**src/rtl/modexp_pkg.sv**
```systemverilog
// Shared types for the square-and-multiply exponentiation engine.
package modexp_pkg;

    typedef enum logic [2:0] {
        IDLE   = 3'd0,
        CHECK  = 3'd1,
        REDUCE = 3'd2,
        MUL    = 3'd3,
        SHIFT  = 3'd4,
        SQR    = 3'd5,
        FIN    = 3'd6
    } state_e;

    // Operand selection for the modular multiplier.
    typedef enum logic [1:0] {
        OP_REDUCE = 2'd0,
        OP_MUL    = 2'd1,
        OP_SQR    = 2'd2
    } mm_op_e;

endpackage

```
**src/rtl/modmul_serial.sv**
```systemverilog
// Interleaved shift-add modular multiplier, MSB-first over b, one multiplier bit per cycle.
module modmul_serial #(
    parameter int WIDTH = 32
) (
    input  logic             clk,
    input  logic             reset_n,
    input  logic             mm_start,
    input  logic [WIDTH-1:0] a,
    input  logic [WIDTH-1:0] b,
    input  logic [WIDTH-1:0] n,
    output logic [WIDTH-1:0] p,
    output logic             mm_done
);
    localparam int CW = $clog2(WIDTH + 1);
    localparam logic [CW-1:0]    CNT_LOAD = CW'(WIDTH - 1);
    localparam logic [CW-1:0]    CNT_ONE  = {{(CW-1){1'b0}}, 1'b1};
    localparam logic [CW-1:0]    CNT_ZERO = {CW{1'b0}};
    localparam logic [WIDTH-1:0] ZERO     = {WIDTH{1'b0}};

    logic [WIDTH-1:0] a_r, n_r, b_r, p_r;
    logic [CW-1:0]    cnt_r;
    logic             done_r;

    // One interleaved step: double, reduce, conditionally add a, reduce. All terms stay below 2n.
    function automatic logic [WIDTH-1:0] mm_step(input logic [WIDTH-1:0] p_in,
                                                 input logic [WIDTH-1:0] a_in,
                                                 input logic [WIDTH-1:0] n_in,
                                                 input logic             bit_in);
        logic [WIDTH:0] nn, t0, t1, t2, t3;
        nn = {1'b0, n_in};
        t0 = {p_in, 1'b0};
        t1 = (t0 >= nn) ? (t0 - nn) : t0;
        t2 = bit_in ? (t1 + {1'b0, a_in}) : t1;
        t3 = (t2 >= nn) ? (t2 - nn) : t2;
        return t3[WIDTH-1:0];
    endfunction

    // The load cycle already consumes the top multiplier bit, so the product is ready WIDTH cycles after start.
    always_ff @(posedge clk or negedge reset_n) begin
        if (!reset_n) begin
            a_r    <= ZERO;
            n_r    <= ZERO;
            b_r    <= ZERO;
            p_r    <= ZERO;
            cnt_r  <= CNT_ZERO;
            done_r <= 1'b0;
        end else if (mm_start) begin
            a_r    <= a;
            n_r    <= n;
            b_r    <= {b[WIDTH-2:0], 1'b0};
            p_r    <= mm_step(ZERO, a, n, b[WIDTH-1]);
            cnt_r  <= CNT_LOAD;
            done_r <= 1'b0;
        end else if (cnt_r != CNT_ZERO) begin
            p_r    <= mm_step(p_r, a_r, n_r, b_r[WIDTH-1]);
            b_r    <= {b_r[WIDTH-2:0], 1'b0};
            cnt_r  <= cnt_r - CNT_ONE;
            done_r <= (cnt_r == CNT_ONE);
        end else begin
            done_r <= 1'b0;
        end
    end

    assign p       = p_r;
    assign mm_done = done_r;

endmodule

```
**src/rtl/modexp_sqmul.sv**
```systemverilog
// Right-to-left binary square-and-multiply: result = base^exponent mod modulus.
module modexp_sqmul
    import modexp_pkg::*;
#(
    parameter int WIDTH = 32
) (
    input  logic             clk,
    input  logic             reset_n,
    input  logic             start,
    input  logic [WIDTH-1:0] base,
    input  logic [WIDTH-1:0] exponent,
    input  logic [WIDTH-1:0] modulus,
    output logic [WIDTH-1:0] result,
    output logic             busy,
    output logic             done,
    output logic             error
);
    localparam logic [WIDTH-1:0] ZERO = {WIDTH{1'b0}};
    localparam logic [WIDTH-1:0] ONE  = {{(WIDTH-1){1'b0}}, 1'b1};

    state_e           state_r;
    logic [WIDTH-1:0] base_r, mod_r, e_r, acc_r, b_r, result_r;
    logic             err_r, mm_wait_r, busy_r, done_r, error_r;
    mm_op_e           mm_op_s;
    logic             mm_start_s, mm_done_s, e_more_s;
    logic [WIDTH-1:0] mm_a_s, mm_b_s, mm_p_s;

    assign e_more_s = |e_r[WIDTH-1:1];

    // Issue a multiplier op on the first cycle of REDUCE/MUL; SHIFT doubles as the squaring issue cycle.
    always_comb begin
        mm_op_s    = OP_REDUCE;
        mm_start_s = 1'b0;
        case (state_r)
            REDUCE: begin
                mm_op_s    = OP_REDUCE;
                mm_start_s = ~mm_wait_r;
            end
            MUL: begin
                mm_op_s    = OP_MUL;
                mm_start_s = ~mm_wait_r;
            end
            SHIFT: begin
                mm_op_s    = OP_SQR;
                mm_start_s = 1'b1;
            end
            default: begin
                mm_op_s    = OP_REDUCE;
                mm_start_s = 1'b0;
            end
        endcase
    end

    // Operand select; reduction multiplies by one so the base is brought below the modulus.
    always_comb begin
        mm_a_s = ONE;
        mm_b_s = base_r;
        case (mm_op_s)
            OP_REDUCE: begin
                mm_a_s = ONE;
                mm_b_s = base_r;
            end
            OP_MUL: begin
                mm_a_s = acc_r;
                mm_b_s = b_r;
            end
            OP_SQR: begin
                mm_a_s = b_r;
                mm_b_s = b_r;
            end
            default: begin
                mm_a_s = ONE;
                mm_b_s = base_r;
            end
        endcase
    end

    modmul_serial #(
        .WIDTH(WIDTH)
    ) u_modmul (
        .clk     (clk),
        .reset_n (reset_n),
        .mm_start(mm_start_s),
        .a       (mm_a_s),
        .b       (mm_b_s),
        .n       (mod_r),
        .p       (mm_p_s),
        .mm_done (mm_done_s)
    );

    // Control FSM with datapath registers; outputs land one edge after FIN and busy covers that done cycle.
    always_ff @(posedge clk or negedge reset_n) begin
        if (!reset_n) begin
            state_r   <= IDLE;
            base_r    <= ZERO;
            mod_r     <= ZERO;
            e_r       <= ZERO;
            acc_r     <= ZERO;
            b_r       <= ZERO;
            err_r     <= 1'b0;
            mm_wait_r <= 1'b0;
            result_r  <= ZERO;
            busy_r    <= 1'b0;
            done_r    <= 1'b0;
            error_r   <= 1'b0;
        end else begin
            done_r  <= 1'b0;
            error_r <= 1'b0;
            case (state_r)
                IDLE: begin
                    if (start && !busy_r) begin
                        base_r  <= base;
                        e_r     <= exponent;
                        mod_r   <= modulus;
                        err_r   <= 1'b0;
                        busy_r  <= 1'b1;
                        state_r <= CHECK;
                    end else begin
                        busy_r  <= 1'b0;
                    end
                end
                CHECK: begin
                    mm_wait_r <= 1'b0;
                    if (mod_r == ZERO) begin
                        acc_r   <= ZERO;
                        err_r   <= 1'b1;
                        state_r <= FIN;
                    end else if (mod_r == ONE) begin
                        acc_r   <= ZERO;
                        state_r <= FIN;
                    end else if (e_r == ZERO) begin
                        acc_r   <= ONE;
                        state_r <= FIN;
                    end else begin
                        acc_r   <= ONE;
                        state_r <= REDUCE;
                    end
                end
                REDUCE: begin
                    if (!mm_wait_r) begin
                        mm_wait_r <= 1'b1;
                    end else if (mm_done_s) begin
                        mm_wait_r <= 1'b0;
                        b_r       <= mm_p_s;
                        state_r   <= e_r[0] ? MUL : SHIFT;
                    end else begin
                        mm_wait_r <= 1'b1;
                    end
                end
                MUL: begin
                    if (!mm_wait_r) begin
                        mm_wait_r <= 1'b1;
                    end else if (mm_done_s) begin
                        mm_wait_r <= 1'b0;
                        acc_r     <= mm_p_s;
                        state_r   <= e_more_s ? SHIFT : FIN;
                    end else begin
                        mm_wait_r <= 1'b1;
                    end
                end
                SHIFT: begin
                    e_r       <= {1'b0, e_r[WIDTH-1:1]};
                    mm_wait_r <= 1'b1;
                    state_r   <= SQR;
                end
                SQR: begin
                    // Only entered with a non-zero shifted exponent, so the loop always continues.
                    if (mm_done_s) begin
                        mm_wait_r <= 1'b0;
                        b_r       <= mm_p_s;
                        state_r   <= e_r[0] ? MUL : SHIFT;
                    end else begin
                        mm_wait_r <= 1'b1;
                    end
                end
                FIN: begin
                    result_r <= acc_r;
                    error_r  <= err_r;
                    done_r   <= 1'b1;
                    state_r  <= IDLE;
                end
                default: begin
                    state_r <= IDLE;
                end
            endcase
        end
    end

    assign result = result_r;
    assign busy   = busy_r;
    assign done   = done_r;
    assign error  = error_r;

endmodule
```
**config.mk**
```make
export PLATFORM = sky130hd
export DESIGN_NAME = modexp_sqmul
export DESIGN_NICKNAME = d
export VERILOG_FILES = /design/src/rtl/modexp_pkg.sv /design/src/rtl/modmul_serial.sv /design/src/rtl/modexp_sqmul.sv
export SDC_FILE = /design/constraint.sdc
export NUM_CORES = 1
export LEC_CHECK = 0
export CORE_MARGIN = 2
export CORE_UTILIZATION = 45
export CTS_CLUSTER_SIZE = 12
export DETAILED_ROUTE_END_ITERATION = 6
export GPL_TIMING_DRIVEN = 0
export PLACE_DENSITY = 0.71
export SETUP_SLACK_MARGIN = 0.3
export SYNTH_ARGS = -nofsm -noshare
export SYNTH_HDL_FRONTEND = slang
export SYNTH_SLANG_ARGS = --single-unit
```
**constraint.sdc**
```tcl
create_clock -name clk -period 16.5 [get_ports clk]
set_input_delay 4.125 -clock clk [delete_from_list [all_inputs] [get_ports clk]]
set_output_delay 4.125 -clock clk [all_outputs]
set_load 0.01 [all_outputs]
```
==> summary.txt <==
Run status
  – Status: complete, no violations

Critical path
  – Worst R2R End: u_modmul.p[30]$_DFFE_PN0P_
  – Critical Path Sink: u_modmul.p[30]$_DFFE_PN0P_
  – Crit path kind: reg -> reg
  – Critical Path Most Common Cell: clkbuf_1
  – Reg2Reg Depth: 33
  – Top delay family on crit path: compound AO/OA/AOI/OAI gates
  – Worst stage delay on the critical path: 810 ps
  – Setup slack, reg-to-reg: 5510 ps
  – Crit path max-delay cell type: o41ai_1
  – Crit path buf inv count: 8
  – RR Startpoint: state_r[0]$_DFFE_PN0P_
  – CP Depth: 33
  – CP required: 17030 ps
  – Critical path capture point type: flop
  – Crit path launch: state_r[0]$_DFFE_PN0P_
  – Arr. time, crit path: 11510 ps
  – CP max FO: 10
  – Critical Path Start Type: flop

GRT
  – Grt total ovfl: 0
  – Global-route usage over all layers: 30.9%
  – Largest net degree at the start of global routing: 129
  – Vias in the first global route: 21759
  – First-pass GRT wire length: 131000 microns
  – Initial antenna violation count: 1

Drt
  – Iteration-0 DRC Markers: 2572
  – Final ANT Viol Nets: 0
  – Via density: 6.19
  – WL final: 87600 microns
  – Drt drc: 0
  – Vias: 22695
  – Wire per inst: 23.9 microns
  – Drt pass-1 iters: 7

STA
  – Relative slew margins: 12.6%
  – Period utilization: 66.6%
  – Fmax achieved: 91.0 MHz
  – Worst Setup Slack, final: 5510 ps
  – Final Hold Slack: 479 ps
  – Worst Tran Pin Value: 1310 ps
  – Endpoints failing hold: 0
  – Final Max Tran Viols: 0
  – RSZ-0062 raised after global routing: false
  – Final setup viols: 0
  – Fin crit period: 10990 ps
  – Worst Clk Skew: 22.3 ps

Placement
  – Port Buf Inserts: 133
  – GPL Wtd Cong: 1.02
  – Detail Placement HPWL: 68900 microns
  – Post-place setup slack: 6000 ps

Clock tree
  – Deepest clock path buffer count: 3
  – Clk Tree Root Cell: clkbuf_16
  – Hold Buf Count CTS: 0
  – Total number of H-tree levels: 2
  – CTS clk-pin slew, worst paths: 60 ps
  – Worst skew pair latency: 590 ps
  – CTS resizes: 0
  – Post-CTS setup buffers: 0
  – Clock sinks: 334
  – CTS tree: done
  – CTS Buf Count: 41

Floorplanning
  – FP Rows: 84
  – Starting density of the core: 45.7%
  – Die H: 235 microns
  – Core ar.: 52700 sq um
  – Die width: 235 microns
  – DIE AREA: 55300 sq um
  – I/O pins: 134

Synth
  – Count of cell types in the netlist: 84
  – Commonest cells in the netlist: nand2_1 (395), dfrtp_1 (334), o21ai_0 (242)
  – Area leader, netlist: dfrtp_1
  – Share of the synthesized area in the top cell type: 34.8%
  – Synth Instances: 2770
  – Yosys reg bits: 334
  – Main synth FF type: dfrtp_1
  – Post-synth EDFFs: 0
  – Post-synthesis cell area: 24000 sq um
  – Register area share after synthesis: 34.8%
  – Mean Syn Cell Area: 8.68 sq um
  – Synth Warn #: 0
  – Top cells by area in the synthesized netlist: dfrtp_1 (35%), ha_1 (8.8%), mux2_2 (7.0%), nand2_1 (6.2%), o21ai_0 (5.0%)
  – Mapped Nets: 3043
  – Post-synth ARST share: 100%
  – Count leader, synth: nand2_1

Cells and area
  – Area Growth Syn to Fin: 15.1%
  – Number of inserted diodes: 0
  – Layout Utilization: 52.6%
  – Final nets: 3221
  – Fraction of layout instances using a drive strength above 1: 8.69%

Min path
  – HP Class: reg -> reg

Flow run
  – Max cap viols: 0
## cells in the final DEF (no fill, tap or decap), drive strengths merged, types with 7 or more instances in the layout
cell             n
a31o            12
nor2           121
a31oi           52
ha             169
and3            25
dfrtp          334
o21a            30
nor3b            7
nor3            51
nor4            22
clkinv          10
mux2i           30
xor2            48
o21ai          261
o21bai          17
or3             14
nand2b          23
a22oi           34
a21o            77
nand4           24
a21oi          175
clkbuf         182
nor2b           48
nand3           49
clkdlybuf4s50  132
a221oi           9
nand2          396
xnor2           89
buf             20
a211oi          57
a22o            33
o2111ai          7
o211ai          25
o22ai           13
or2             11
o31ai           14
inv            121
mux2           152
## state kept, by name (all words and copies together), names as in the netlist
name              count
u_modmul.n_r         32
e_r                  32
u_modmul.mm_done      1
u_modmul.cnt_r        6
state_r               3
u_modmul.b_r         31
u_modmul.p           32
mod_r                32
acc_r                32
mm_wait_r             1
done                  1
busy                  1
base_r               32
err_r                 1
result               32
error                 1
u_modmul.a_r         32
b_r                  32
## worst register-to-register path: cells and delay by family, from the launching register on
family	cells	cell delay (ps)
DFF	1	310
and+or+nand+nor	8	2080
xor gates and xnor gates	1	90
AOI/OAI and AO/OA	13	3970
buffers and inverters	8	3350
adders and majority gates	3	1180
## worst min-delay path by stage
stage                                 startpoint  cells after the start                      endpoint  slack (ps)
floorplan           u_modmul.n_r[10]$_DFFE_PN0P_                      2  u_modmul.n_r[10]$_DFFE_PN0P_         450
global route         u_modmul.n_r[6]$_DFFE_PN0P_                      2   u_modmul.n_r[6]$_DFFE_PN0P_         510
global placement    u_modmul.n_r[17]$_DFFE_PN0P_                      2  u_modmul.n_r[17]$_DFFE_PN0P_         470
CTS                 u_modmul.n_r[10]$_DFFE_PN0P_                      2  u_modmul.n_r[10]$_DFFE_PN0P_         480
finish              u_modmul.n_r[27]$_DFFE_PN0P_                      2  u_modmul.n_r[27]$_DFFE_PN0P_         480
detailed placement  u_modmul.n_r[10]$_DFFE_PN0P_                      2  u_modmul.n_r[10]$_DFFE_PN0P_         470
## layout make-up
type | instances | area [sq um]
fillers | 4897 | 25000
multi-input cells | 2174 | 14700
flip-flops and latches | 334 | 8360
repair buffers | 135 | 1390
clock buffers | 60 | 1220
well taps | 688 | 861
plain buffers | 139 | 529
inverters | 123 | 462
clock inverters | 14 | 163
## per-layer routing
layer	track usage, %	part of all wire, %
met1	41.9	42
met2	47.6	44
met3	5.96	8.6
met4	14.2	5.1
met5	0	0
## stage by stage
step	instance area (sq um)	cells	setup TNS, ps
after floorplan	24000	2770	0
after global placement	26200	3591	-1044250
after detailed placement	26300	3593	0
after CTS	27700	3667	0
after global routing	27700	3667	0
final	27700	3667	0
## logic make-up (layout without fill, tap and decap cells)
kind of cell,Yosys count,in the layout,synth area share (%)
AO/OA/AOI/OAI,872,872,23.2
multiplexers,182,182,8.37
XOR/XNOR,137,137,4.99
buffers and inverters,262,471,4.12
AND/OR/NAND/NOR,809,809,15.3
flip-flops,334,334,34.8
adder cells (fa/ha/maj),174,174,9.21
Power is not shown: default switching activity piles up to over one toggle a cycle in this logic, so the estimate is an artifact.
